**config.mk**
```make
export PLATFORM = sky130hd
export DESIGN_NAME = sigmoid_pwl_pipe
export DESIGN_NICKNAME = d
export VERILOG_FILES = /design/src/rtl/sigmoid_pwl_pipe.sv
export SDC_FILE = /design/constraint.sdc
export NUM_CORES = 1
export LEC_CHECK = 0
export ABC_AREA = 0
export CORE_MARGIN = 2
export CORE_UTILIZATION = 50
export CTS_BUF_LIST = sky130_fd_sc_hd__clkbuf_4 sky130_fd_sc_hd__clkbuf_8 sky130_fd_sc_hd__clkbuf_16
export DETAILED_ROUTE_END_ITERATION = 8
export MAX_ROUTING_LAYER = met4
export PLACE_DENSITY = 0.75
export SYNTH_ARGS = -nofsm -noshare
export SYNTH_HDL_FRONTEND = slang
export SYNTH_SLANG_ARGS = --single-unit
export TNS_END_PERCENT = 5
```
**constraint.sdc**
```tcl
create_clock -name clk -period 1.98 [get_ports clk]
set_clock_uncertainty 0.05 [all_clocks]
set_input_delay 0.297 -clock clk [delete_from_list [all_inputs] [get_ports clk]]
set_output_delay 0.297 -clock clk [all_outputs]
set_load 0.05 [all_outputs]
```
**src/rtl/sigmoid_pwl_pipe.sv**
```systemverilog
// Three-stage fixed-point sigmoid using a four-segment piecewise-linear fit (shifts and adds only).
// Stage 1 takes the sign and magnitude, stage 2 evaluates the segment, stage 3 restores the sign.
module sigmoid_pwl_pipe #(
    parameter int unsigned W    = 17,
    parameter int unsigned FRAC = 12
) (
    input  logic         clk,
    input  logic         rst,
    input  logic         in_valid,
    output logic         in_ready,
    input  logic [W-1:0] in_x,
    output logic         out_valid,
    input  logic         out_ready,
    output logic [W-1:0] out_y
);

    localparam logic [W-1:0] One     = W'(1) << FRAC;
    localparam logic [W-1:0] Half    = W'(1) << (FRAC - 1);
    localparam logic [W-1:0] Thr5    = W'(5) << FRAC;          // 5.0
    localparam logic [W-1:0] Thr2375 = W'(19) << (FRAC - 3);   // 2.375
    localparam logic [W-1:0] CHi     = W'(27) << (FRAC - 5);   // 0.84375
    localparam logic [W-1:0] CMid    = W'(5) << (FRAC - 3);    // 0.625
    localparam logic [W-1:0] MinNeg  = W'(1) << (W - 1);
    localparam logic [W-1:0] MaxMag  = MinNeg - W'(1);

    logic         adv;

    logic         v1_q, v1_d;
    logic         s1_q, s1_d;
    logic [W-1:0] a1_q, a1_d;

    logic         v2_q, v2_d;
    logic         s2_q, s2_d;
    logic [W-1:0] p2_q, p2_d;

    logic         v3_q, v3_d;
    logic [W-1:0] y3_q, y3_d;

    // A single enable moves every stage, so a stalled output freezes the whole pipe.
    always_comb begin
        adv = !v3_q || out_ready;
    end

    always_comb begin
        v1_d = v1_q;
        s1_d = s1_q;
        a1_d = a1_q;
        v2_d = v2_q;
        s2_d = s2_q;
        p2_d = p2_q;
        v3_d = v3_q;
        y3_d = y3_q;

        if (adv) begin
            v1_d = in_valid;
            s1_d = in_x[W-1];
            if (in_x == MinNeg) begin
                a1_d = MaxMag;
            end else if (in_x[W-1]) begin
                a1_d = -in_x;
            end else begin
                a1_d = in_x;
            end

            v2_d = v1_q;
            s2_d = s1_q;
            if (a1_q >= Thr5) begin
                p2_d = One;
            end else if (a1_q >= Thr2375) begin
                p2_d = (a1_q >> 5) + CHi;
            end else if (a1_q >= One) begin
                p2_d = (a1_q >> 3) + CMid;
            end else begin
                p2_d = (a1_q >> 2) + Half;
            end

            // p never exceeds 1.0, so the reflection cannot underflow.
            v3_d = v2_q;
            y3_d = s2_q ? (One - p2_q) : p2_q;
        end
    end

    always_ff @(posedge clk or posedge rst) begin
        if (rst) begin
            v1_q <= 1'b0;
            s1_q <= 1'b0;
            a1_q <= '0;
            v2_q <= 1'b0;
            s2_q <= 1'b0;
            p2_q <= '0;
            v3_q <= 1'b0;
            y3_q <= '0;
        end else begin
            v1_q <= v1_d;
            s1_q <= s1_d;
            a1_q <= a1_d;
            v2_q <= v2_d;
            s2_q <= s2_d;
            p2_q <= p2_d;
            v3_q <= v3_d;
            y3_q <= y3_d;
        end
    end

    assign in_ready  = adv;
    assign out_valid = v3_q;
    assign out_y     = y3_q;

endmodule
```
==> results of run 1 <==
-- state kept, by name (all words and copies together), names as in the netlist --
register and flops:
s2_q 1, s1_q 1, out_y 17, p2_q 16, out_valid 1, a1_q 17, v1_q 1, v2_q 1
-- metrics by stage --
| stage | setup WS, ns | util (%) | instance area (µm²) | cells |
|---|---|---|---|---|
| global route | -0.230 | 68.0 | 4270 | 525 |
| floorplan | -0.0296 | - | 3200 | 361 |
| CTS | -0.150 | 67.0 | 4200 | 525 |
| finish | -0.123 | 68.0 | 4270 | 525 |
| global placement | -0.231 | 64.9 | 4080 | 517 |
| detailed placement | -0.263 | 64.9 | 4080 | 517 |
-- repair_timing --
action | CTS | global route
hold endpoints to repair | 0 | 0
pin swaps | 2 | 0
resized for setup | 2 | 18
endpoints found under the setup margin | 19 | 16
-- per-layer routing --
layer / global-route usage [%] / wire length (µm) / vias up
li1: - / - / 1457
met1: 24.4 / 3130 / 1340
met2: 39.6 / 3720 / 74
met3: 2.97 / 268 / 10
met4: 8.36 / 98 / 0
met5: - / 0 / -
-- cells in the final DEF, fill, tap and decap left out, drive strengths merged, types with 5 or more instances in the layout --
cell type	synthesis	routed
a21oi	26	26
a22o	6	6
and2	5	5
buf	3	60
clkbuf	16	6
clkdlybuf4s50	0	38
dfrtp	55	55
ha	10	10
inv	13	13
nand2	64	64
nand3	6	6
nor2	22	22
o211ai	5	5
o21a	5	5
o21ai	39	39
o31ai	5	5
or3	5	5
xor2	16	16
-- worst min path at each step --
stage              from         to  slack [ns]  cells after the start
3_3_place_gp       v2_q  out_valid        0.39                      1
3_5_place_dp       v2_q  out_valid        0.41                      1
5_1_grt             rst  out_y[13]        0.35                      3
4_1_cts             rst  out_y[13]        0.31                      3
6_report            rst  out_y[15]        0.27                      3
2_1_floorplan  in_valid       v1_q        0.36                      2
-- final cells by class --
class                   instances  area [µm²]
fillers                       503        2010
multi-input cells             274        1790
flip-flops and latches         55        1380
repair buffers                 98         843
well taps                      77        96.3
clock buffers                   6        82.6
inverters                      13        48.8
clock inverters                 2        35.0
-- worst max-delay path, delay by kind of cell (launching register included) --
kind | cells | cell delay (ns)
buffers and inverters | 1 | 0.08
adder cells (fa/ha/maj) | 1 | 0.17
flip-flops | 1 | 0.43
AO/OA/AOI/OAI | 2 | 0.40
AND/OR/NAND/NOR | 2 | 0.86
-- cell usage after synthesis (2+ instances only) --
cell / n / area [µm²]
mux2_2: 3 / 33.8
xnor2_1: 4 / 35.0
dfrtp_1: 55 / 1380
nand4_1: 3 / 18.8
nor2_1: 22 / 82.6
a211oi_1: 3 / 22.5
xor2_1: 16 / 140
nand3_1: 6 / 30.0
o22ai_1: 4 / 25.0
nand2_1: 64 / 240
and2_1: 5 / 31.3
inv_1: 13 / 48.8
o31ai_1: 5 / 37.5
o21a_1: 5 / 37.5
a21boi_0: 2 / 15.0
mux2i_1: 3 / 30.0
clkbuf_1: 16 / 60.1
nor4_1: 3 / 18.8
buf_1: 2 / 7.51
o21ai_0: 34 / 170
o21ai_1: 5 / 25.0
a31oi_1: 2 / 12.5
a22oi_1: 4 / 30.0
a22o_1: 6 / 52.6
ha_1: 10 / 125
nand2b_1: 2 / 12.5
o41ai_1: 2 / 17.5
o211ai_1: 5 / 37.5
nor2b_1: 2 / 12.5
a21oi_1: 26 / 130
or3_1: 4 / 25.0
nor3_1: 3 / 15.0
-- where the power goes --
part	total [W]	internal, W	switching [W]
Combinational	0.00314	0.00134	0.00180
Sequential	0.00184	0.00152	0.000314
Clock	0.000771	0.000410	0.000361
Total	0.00575	0.00327	0.00247
-- cells by family (layout without fill, tap and decap cells) --
kind of cell / after synthesis / count (layout) / share of synthesized area, %
muxes: 6 / 6 / 1.99
adders and majority gates: 10 / 10 / 3.91
and+or+nand+nor: 125 / 125 / 19.0
AOI/OAI and AO/OA: 113 / 113 / 22.8
buffers and inverters: 32 / 119 / 3.79
xor gates and xnor gates: 20 / 20 / 5.47
DFF: 55 / 55 / 43.0
==> results.ini, run 1 <==
[run_status]
status = finished, violations left
violations = negative setup slack

[detailed_routing]
drc = 0
drtPass1Iterations = 4
num_vias = 2881
drtAntennaViolNets = 0
totalWireLength_um = 7210
viasPerCell = 5.49
wire_per_inst_um = 13.7
drtIter0Drc = 152

[grt]
grt_use_total_pct = 21.9
grt_overflow_total = 0
antenna_found_initial = 0
grt_pass1_wl_um = 12500
grt_max_degree = 70
grt_pass1_vias = 2801

[floorplanning]
row_count = 29
dieArea_mm2 = 0.00705
dieWidth_um = 84.0
fp.dieH_um = 84.0
start_util_pct = 51.0
boundaryPins = 40
core_area_mm2 = 0.00628

[worst_setup_path]
cp-end-kind = flip-flop
cp-start-kind = flip-flop
cp_slowest_cell = or4b_4
path_cells = inv_1 > ha_2 > or4b_4 > or3_4 > a2111oi_4 > o31ai_2
required_ns = 2.12
r2r_cells = 6
critPathMaxFanout = 4
r2r_setup_slack_ns = -0.12
cp-startpoint = p2_q[1]
crit_end = out_y[16]
crit_path_max_incr_delay_ns = 0.48
r2r_start = p2_q[1]
cp.arrival_ns = 2.24
r2r_end = out_y[16]
worstSetupPathType = reg2reg

[placed_design]
io_buffers = 39
dpl.hpwl_um = 5210
place_congestion = 0.894

[synthesis]
ys_warn_count = 0
yosysUniqueCellTypes = 54
avgSynthCellArea_um2 = 8.86
ys_ff_latch = 55
ys_async_sr_fraction_pct = 100
ys_seq_area_share_pct = 43.0
post_synth_inst_count = 361
synth_ff_type = dfrtp_1
synth_edf_count = 0
syn_nets = 392
syn_area_mm2 = 0.00320

[timing]
worst_slack_ns = -0.123
fin_crit_ns = 2.10
finalHoldViolCount = 0
period_share_pct = 106
finalSetupViolCount = 6
whs_ns = 0.270
fin_setup_tns_ns = -0.350
rsz0062_at_grt = yes
max_freq_mhz = 475
drv_slew = 0
tightest_slew_ns = 0.601
max_slew_margin_pct = 59.9

[power]
leakagePower_nw = 1.89
pwr_density_cell_mw_per_mm2 = 1350
total_power_w = 0.00575
ir_drop_mv = 0.863

[clock_network]
clock_latency_ns = 0.30
clockRootBuffer = clkbuf_8
cts_inserted_buffers = 5
cts_tree = yes
htreeDepth = 2
post_cts_buffers = 0
cts_hold_buf = 0
clk_pin_slew_ns = 0.10
cts_max_path_buffers = 2
cts_num_sinks = 55

[cells_and_area]
num_antenna_cells = 0
drive_gt1_share_pct = 21.7
area_growth_pct = 33.5
nets = 478

[run]
maxCapViolCount = 0

[worst_hold_path]
hp-class = in2async

No activity file was read; power rests on OpenSTA's default activity.
==> inputs of run 2 (changes only) <==
CORE_UTILIZATION = 40   (was 50)
HOLD_SLACK_MARGIN = 0.06   (was not set)
PLACE_DENSITY = 0.62   (was 0.75)
SLEW_MARGIN = 25   (was not set)
==> run 2 against run 1 <==
  * The run still ends with negative setup slack left
  * Critical endpoint unchanged
  * Clock power fell by 15%
  * Critical path depth did not move
  * Global-route usage fell by 3.7 points
  * Worst setup slack improved by 0.0079 ns
  * Hold slack improved by 0.016 ns
  * Die area rose by 24%
  * Highest routed layer unchanged
  * Via count fell by 0.83%
  * Sequential power barely moved
  * Utilization fell by 13 points
  * Largest cell class unchanged
  * First-iteration DRC count fell by 22%
==> results.ini, run 2 (synthesized netlist as in run 1, its figures left out) <==
[detailed_routing]
drtIter0Drc = 118  ; -22%
wire_per_inst_um = 13.2  ; -3.8%
drtAntennaViolNets = 0  ; unchanged
viasPerCell = 5.17  ; -5.9%
num_vias = 2857  ; -0.83%
drc = 0  ; unchanged
totalWireLength_um = 7310  ; +1.3%
drtPass1Iterations = 6  ; +2

[worst_setup_path]
r2r_start = p2_q[1]
cp_top_family = simple AND/OR/NAND/NOR gates
worstSetupPathType = reg2reg
cp.arrival_ns = 2.23  ; about the same
critPathMaxFanout = 4  ; unchanged
crit_path_max_incr_delay_ns = 0.49  ; about the same
cp-startpoint = p2_q[1]
required_ns = 2.11  ; about the same
cp_slowest_cell = or4b_4
cp-end-kind = flip-flop
cp-start-kind = flip-flop
path_buf_inv = 1  ; unchanged
path_cells = inv_1 > ha_2 > or4b_4 > or3_4 > a2111oi_4 > o31ai_1

[timing]
worst_slack_ns = -0.115  ; +0.00792 ns
rsz0062_at_grt = yes
whs_ns = 0.286  ; +0.0162 ns
drv_slew = 0  ; unchanged
finalSetupViolCount = 5  ; -1
fin_crit_ns = 2.10  ; -0.00792 ns
max_freq_mhz = 477  ; +0.38%
finalHoldViolCount = 0  ; unchanged
max_slew_margin_pct = 67.0  ; +7.1 points
period_share_pct = 106  ; -0.40 points
tightest_slew_ns = 0.493  ; -0.108 ns

[cells_and_area]
num_antenna_cells = 0  ; unchanged
area_growth_pct = 33.9
final_common_cell = nand2_1
nets = 481  ; +0.63%
mostFrequentLayoutCells = 63 x nand2_1, 60 x buf_4, 55 x dfrtp_1
drive_gt1_share_pct = 20.6  ; -1.0 points

[placed_design]
dpl.hpwl_um = 5400  ; +3.8%
place_congestion = 0.830  ; -7.2%
place_ws_ns = -0.142  ; +0.122 ns
io_buffers = 39  ; unchanged

[worst_hold_path]
hp-class = in2async

[floorplanning]
core_area_mm2 = 0.00773  ; +23%
boundaryPins = 40  ; unchanged
row_count = 32  ; +10%
dieArea_mm2 = 0.00873  ; +24%
dieWidth_um = 93.4  ; +11%
start_util_pct = 41.4  ; -9.6 points
fp.dieH_um = 93.4  ; +11%

[grt]
grt_overflow_total = 0  ; unchanged
grt_use_total_pct = 18.1  ; -3.7 points
grt_pass1_vias = 2843  ; +1.5%
grt_pass1_wl_um = 12600  ; +1.3%
antenna_found_initial = 0  ; unchanged
grt_max_degree = 70  ; unchanged

[run_status]
violations = negative setup slack
status = finished, violations left

[clock_network]
cts_hold_buf = 0  ; unchanged
clk_pin_slew_ns = 0.09  ; about the same
cts_tree = yes
post_cts_buffers = 0  ; unchanged
cts_num_sinks = 55  ; unchanged
cts_max_path_buffers = 2  ; unchanged
clock_latency_ns = 0.30  ; about the same
cts_inserted_buffers = 5  ; unchanged
htreeDepth = 2  ; unchanged
clockRootBuffer = clkbuf_8

[run]
maxCapViolCount = 0  ; unchanged

[power]
ir_drop_mv = 0.433  ; -50%
leakagePower_nw = 1.90  ; +0.30%
total_power_w = 0.00566  ; -1.5%
pwr_density_cell_mw_per_mm2 = 1320  ; -1.8%

[run 2: changes by cell type in the layout (fill, tap and decap cells not counted), sizes merged]
cell,before,now
buf,60,63
bufinv,1,0
clkbuf,6,7
[run 2: worst min-delay path: cells and delay by family]
| family | cells | cell delay [ns] |
|---|---|---|
| buffers and inverters | 3 | 0.73 |
[run 2: where the power goes]
group | internal (W) | switching [W] | total, W
logic | 0.00137 | 0.00182 | 0.00319
clock network | 0.000301 | 0.000356 | 0.000657
registers | 0.00152 | 0.000288 | 0.00181
[run 2: final timing paths]
path | slack, ns | endpoint | cells past startpoint
setup / recovery | -0.12 | out_y[16] | 6
hold / removal | 0.29 | out_y[13] | 3
setup reg to reg | -0.12 | out_y[16] | 6
hold reg to reg | 0.42 | v2_q | 2
max in group asynchronous | 1.32 | a1_q[15] | 3
min in group clk | 0.42 | v2_q | 2
[run 2: area by class of cell]
type,instances,area (µm²)
Clock inverter,1,8.76
Tap cell,102,128
Fill cell,704,3440
Inverter,13,48.8
Clock buffer,7,90.1
Multi-Input combinational cell,274,1750
Sequential cell,55,1380
Timing Repair Buffer,101,882
[run 2: metal layers]
metal / GRT usage [%] / share of wire [%] / up-vias
met5: - / 0 / -
met4: 4.53 / 1.3 / 0
met3: 2.18 / 2.9 / 7
met2: 32.6 / 50 / 57
met1: 21.6 / 46 / 1329
li1: - / - / 1464
[run 2: repair_timing]
| item | in CTS | in global routing |
|---|---|---|
| gates resized for setup | 5 | 7 |
| endpoints found under the hold margin | 0 | 0 |
| setup endpoints to repair | 7 | 12 |
| cloned | 0 | 0 |
| pin swaps | 1 | 3 |
[run 2: stage by stage]
| step | utilization (%) | std cells | TNS, ns | area [µm²] |
|---|---|---|---|---|
| 2_1_floorplan | - | 361 | -0.0676 | 3200 |
| 3_3_place_gp | 53.6 | 545 | -1.25 | 4140 |
| 3_5_place_dp | 53.6 | 545 | -1.69 | 4140 |
| 4_1_cts | 55.1 | 553 | -0.236 | 4260 |
| 5_1_grt | 55.5 | 553 | -0.722 | 4290 |
| 6_report | 55.5 | 553 | -0.238 | 4290 |
==> inputs of run 3 (changes only) <==
--- a/constraint.sdc
+++ b/constraint.sdc
@@ -3,3 +3,3 @@
 set_input_delay 0.297 -clock clk [delete_from_list [all_inputs] [get_ports clk]]
 set_output_delay 0.297 -clock clk [all_outputs]
-set_load 0.05 [all_outputs]
+set_load 0.1 [all_outputs]
==> run 3 against run 2 <==
  * The flow still finishes with violations (negative setup slack)
  * Maximum frequency up 3.6%
  * Routed wire length down 4.1%
  * Largest cell class unchanged
  * Utilization up 0.15 points
==> results.ini, run 3 (synthesized netlist as in run 1, its figures left out) <==
[worst_hold_path]
hp-class = in2async

[worst_setup_path]
required_ns = 2.13  ; +0.02 ns
path_buf_inv = 1  ; unchanged
cp_slowest_cell = or4b_4
cp.arrival_ns = 2.17  ; -0.06 ns
cp-end-kind = flip-flop
cp-start-kind = flip-flop
cp_top_family = simple AND/OR/NAND/NOR gates
path_cells = inv_2 > ha_4 > or4b_4 > or3_4 > o21ai_1 > xor2_1 > o21ai_1
crit_top_cell = o21ai_1
crit_path_max_incr_delay_ns = 0.48  ; about the same
worstSetupPathType = reg2reg
critPathMaxFanout = 4  ; unchanged

[detailed_routing]
drtIter0Drc = 114  ; -3.4%
totalWireLength_um = 7010  ; -4.1%
drtPass1Iterations = 5  ; -1
wire_per_inst_um = 12.7  ; -3.9%
drc = 0  ; unchanged
viasPerCell = 5.14  ; -0.41%
drtAntennaViolNets = 0  ; unchanged
num_vias = 2840  ; -0.60%

[timing]
max_freq_mhz = 494  ; +3.6%
tightest_slew_ns = 0.546  ; +0.0524 ns
rsz0062_at_grt = yes
finalSetupViolCount = 4  ; -1
fin_crit_ns = 2.02  ; -0.0721 ns
drv_slew = 0  ; unchanged
period_share_pct = 102  ; -3.6 points
worst_slack_ns = -0.0432  ; +0.0721 ns
finalHoldViolCount = 0  ; unchanged
whs_ns = 0.245  ; -0.0418 ns
max_slew_margin_pct = 63.3  ; -3.7 points

[cells_and_area]
final_common_cell = buf_4
fin_util_pct = 55.6  ; +0.15 points
nets = 480  ; -0.21%
mostFrequentLayoutCells = 75 x buf_4, 63 x nand2_1, 54 x dfrtp_1
area_growth_pct = 34.3
layoutNonFillerInstCount = 552  ; -0.18%
num_antenna_cells = 0  ; unchanged
drive_gt1_share_pct = 24.7  ; +4.0 points
postLayoutCellArea_mm2 = 0.00430  ; +0.26%
nFillCells = 706  ; +0.28%
area.sequential_mm2 = 0.00138  ; about the same
multi_input_area_mm2 = 0.00175  ; unchanged

[power]
pwr_density_cell_mw_per_mm2 = 1500  ; +14%
clkPwrFrac_pct = 13.4  ; +1.8 points
p_sw_share_pct = 47.9  ; +4.3 points
cellInternalPower_w = 0.00336  ; +5.2%
ir_drop_mv = 0.423  ; -2.1%
seqPwrFrac_pct = 28.1  ; -3.9 points
p_switching_w = 0.00309  ; +25%
leakagePower_nw = 1.94  ; +2.1%
p_comb_share_pct = 58.5  ; +2.1 points

[clock_network]
clock_latency_ns = 0.31  ; about the same
cts_tree = yes
clockRootBuffer = clkbuf_8
cts_inserted_buffers = 5  ; unchanged
clk_pin_slew_ns = 0.10  ; about the same
cts_num_sinks = 55  ; unchanged
cts_max_path_buffers = 2  ; unchanged
htreeDepth = 2  ; unchanged

[floorplanning]
fp.dieH_um = 93.4  ; unchanged
core_area_mm2 = 0.00773  ; unchanged
start_util_pct = 41.4  ; unchanged
dieWidth_um = 93.4  ; unchanged
row_count = 32  ; unchanged
dieArea_mm2 = 0.00873  ; unchanged
boundaryPins = 40  ; unchanged

[placed_design]
dpl.hpwl_um = 5280  ; -2.2%
post-place-cells = 541  ; -0.73%
post_dp_cell_area_mm2 = 0.00409  ; -1.2%
io_buffers = 39  ; unchanged
place_congestion = 0.863  ; +4.0%

[run_status]
violations = negative setup slack
status = finished, violations left

[grt]
grt_overflow_total = 0  ; unchanged
grt_use_total_pct = 17.6  ; -0.56 points
grt_max_degree = 70  ; unchanged
antenna_found_initial = 0  ; unchanged
grt_pass1_wl_um = 12200  ; -3.1%
grt_pass1_vias = 2738  ; -3.7%

[run]
maxCapViolCount = 0  ; unchanged

## run 3: changes by cell type in the layout (fill, tap and decap cells not counted), moves of 2 or more
cell	before	now
bufinv_16	0	2
buf_12	2	4
buf_4	60	75
clkdlybuf4s50_1	38	20
## run 3: power by group through the flow
| stage | sequential, W | clock, W | combinational (W) |
|---|---|---|---|
| after floorplan | 0.00302 | 0 | 0.00141 |
| after global placement | 0.00182 | 0 | 0.00365 |
| after detailed placement | 0.00184 | 0 | 0.00368 |
| after CTS | 0.00182 | 0.000893 | 0.00376 |
| after global routing | 0.00188 | 0.000929 | 0.00410 |
| final | 0.00181 | 0.000866 | 0.00378 |
## run 3: cell type report
class                   count  area share, %
multi-input cells         274           40.8
inverters                  13           1.14
clock inverters             3           1.57
well taps                 102           2.97
repair buffers            100           19.9
clock buffers               5           1.60
flip-flops and latches     55           32.1
## run 3: worst register-to-register path, stage by stage, from the launching register on
cell and delay, ns:
dfrtp_1 0.42, inv_2 0.09, ha_4 0.13, or4b_4 0.48, or3_4 0.37, o21ai_1 0.16, xor2_1 0.16, o21ai_1 0.07
## run 3: final timing paths
check	slack [ns]	cells after the start	to	start
max reg2reg	-0.04	7	out_y[14]	p2_q[0]
max in group asynchronous	1.16	3	p2_q[2]	rst
max	-0.04	7	out_y[14]	p2_q[0]
min reg2reg	0.42	2	v2_q	v2_q
min in group clk	0.42	2	v2_q	v2_q
min	0.24	2	out_y[13]	rst
## run 3: timing repair
item                                    4_1_cts  5_1_grt
endpoints found under the setup margin        7       15
pin swaps                                     5        3
hold buffers                                  0        0
buffers inserted                              2        1
gates resized for setup                       6        7
## run 3: through the flow
stage               total power [W]  setup TNS (ns)  setup slack (ns)
finish                      0.00646          -0.129           -0.0432
global route                0.00690          -0.673            -0.110
CTS                         0.00646          -0.360            -0.135
detailed placement          0.00552           -1.87            -0.155
global placement            0.00547           -1.35            -0.136
floorplan                   0.00443         -0.0625           -0.0600
## run 3: metal layers
metal  share of wire (%)  track usage (%)
met1                  46             21.8
met2                  49             30.6
met3                 3.9             2.50
met4                 1.1             3.92
met5                   0                -
==> edit (flow settings as in run 1) <==
Set the parameter `W` to 15 (it was 17).
--- a/src/rtl/sigmoid_pwl_pipe.sv
+++ b/src/rtl/sigmoid_pwl_pipe.sv
@@ -1,7 +1,7 @@
 // Three-stage fixed-point sigmoid using a four-segment piecewise-linear fit (shifts and adds only).
 // Stage 1 takes the sign and magnitude, stage 2 evaluates the segment, stage 3 restores the sign.
 module sigmoid_pwl_pipe #(
-    parameter int unsigned W    = 17,
+    parameter int unsigned W    = 15,
     parameter int unsigned FRAC = 12
 ) (
     input  logic         clk,
Ports: changed (resized in_x and out_y); port bits go from 40 to 36. No check against the original RTL was run, so the function may have changed too.
==> edit against run 1 <==
The run still ends with negative setup slack left. Hold slack lost 0.018 ns. Clock power shrank 22%. Cell area shrank 11%. Setup slack gained 0.058 ns. Sequential cell count shrank 6. Area after synthesis shrank 14%. Routed wire length shrank 13%. Combinational power shrank 15%. Synthesized cell count shrank 17%. Count of clock-buffer cells in the layout is the same. Sequential power shrank 8%. Power shrank 14%. Critical path type is now input port to flop. Largest power group unchanged.
==> edit: results (changes against run 1) <==
Pleak 1.67 nW (-12%); Vias 2,417 (-16%); Setup TNS -0.368 ns (-0.0179 ns); met3 WL 192 um (-28%); vias in the first global route 2,312 (-17%); storage element area 1230 um2 (-11%); fin worst setup slack -0.0647 ns (+0.0585 ns); Synthesized Nets 330 (-16%); placed cell areas 3470 um2 (-15%); largest net degree at the start of global routing 46 (-34%); top cells by count, synth dfrtp_1 (49), nand2_1 (38), o21ai_0 (27), a21oi_1 (23), nor2_1 (21); 1st-iter DRT viols 101 (-34%); Slowest-stage cell, CP or4_4; Finish-stage setup viols 14 (+8); maximum vdd drop 0.000681 V (-21%); synthesized instance count 301 (-17%); DRT Wirelength 6270 um (-13%); switching share of power 0.441 (+0.0104); met3 Resource Use GR 0.0402 (+0.0106); failing checks negative setup slack; # Post-CTS Setup Buffers 3 (+3); GRT Util Overall 0.214 (-0.00464); number of gates resized after cts 33 (+31); fillers 417 (-17%); Worst EP arrival 2.22 ns (-0.02 ns); outcome finished with violations; # nets final 403 (-16%); wire per inst 14.0 um (+2.2%)
-- edit: changes by cell type after synthesis, moves of 5 or more --
cell,change
nand2_1,-26
mux2i_1,+8
o21ai_0,-7
dfrtp_1,-6
o211ai_1,-5
o21ai_1,-5
-- edit: power by group through the flow --
stage / clock (mW) / combinational [mW] / sequential, mW
final: 0.601 / 2.67 / 1.69
after global routing: 0.659 / 2.89 / 1.75
after CTS: 0.605 / 2.57 / 1.68
after detailed placement: 0 / 2.52 / 1.68
after global placement: 0 / 2.48 / 1.66
after floorplan: 0 / 1.12 / 2.20
-- edit: final cells by class --
type                       instances  share of cell area
clock buffer                       6              0.0200
clock inverter                     2             0.00394
inverter                          16              0.0177
multi-input combinational        220               0.420
sequential                        49               0.322
tap                               72              0.0236
timing repair buffer              82               0.193
-- edit: cell families (layout without fill, tap and decap cells) --
| group | Yosys count | after routing | synth area share |
|---|---|---|---|
| buf+inv | 32 | 106 | 0.0445 |
| compound gates | 82 | 82 | 0.187 |
| simple gates | 93 | 93 | 0.161 |
| mux | 12 | 12 | 0.0440 |
| xor+xnor | 23 | 23 | 0.0730 |
| flops | 49 | 49 | 0.445 |
| fa+ha+maj | 10 | 10 | 0.0454 |
-- edit: final timing paths --
kind	startpoint	end	slack, ns
worst max-delay path	in_x[0]	a1_q[5]$_DFFE_PP0P_	-0.06
worst min-delay path	rst	out_y[2]$_DFFE_PP0P_	0.25
worst max register to register	a1_q[4]$_DFFE_PP0P_	p2_q[9]$_DFFE_PP0P_	0.03
worst min register to register	v1_q$_DFFE_PP0P_	v2_q$_DFFE_PP0P_	0.42
max in group asynchronous	rst	a1_q[7]$_DFFE_PP0P_	1.14
min in group clk	in_x[0]	a1_q[0]$_DFFE_PP0P_	0.36
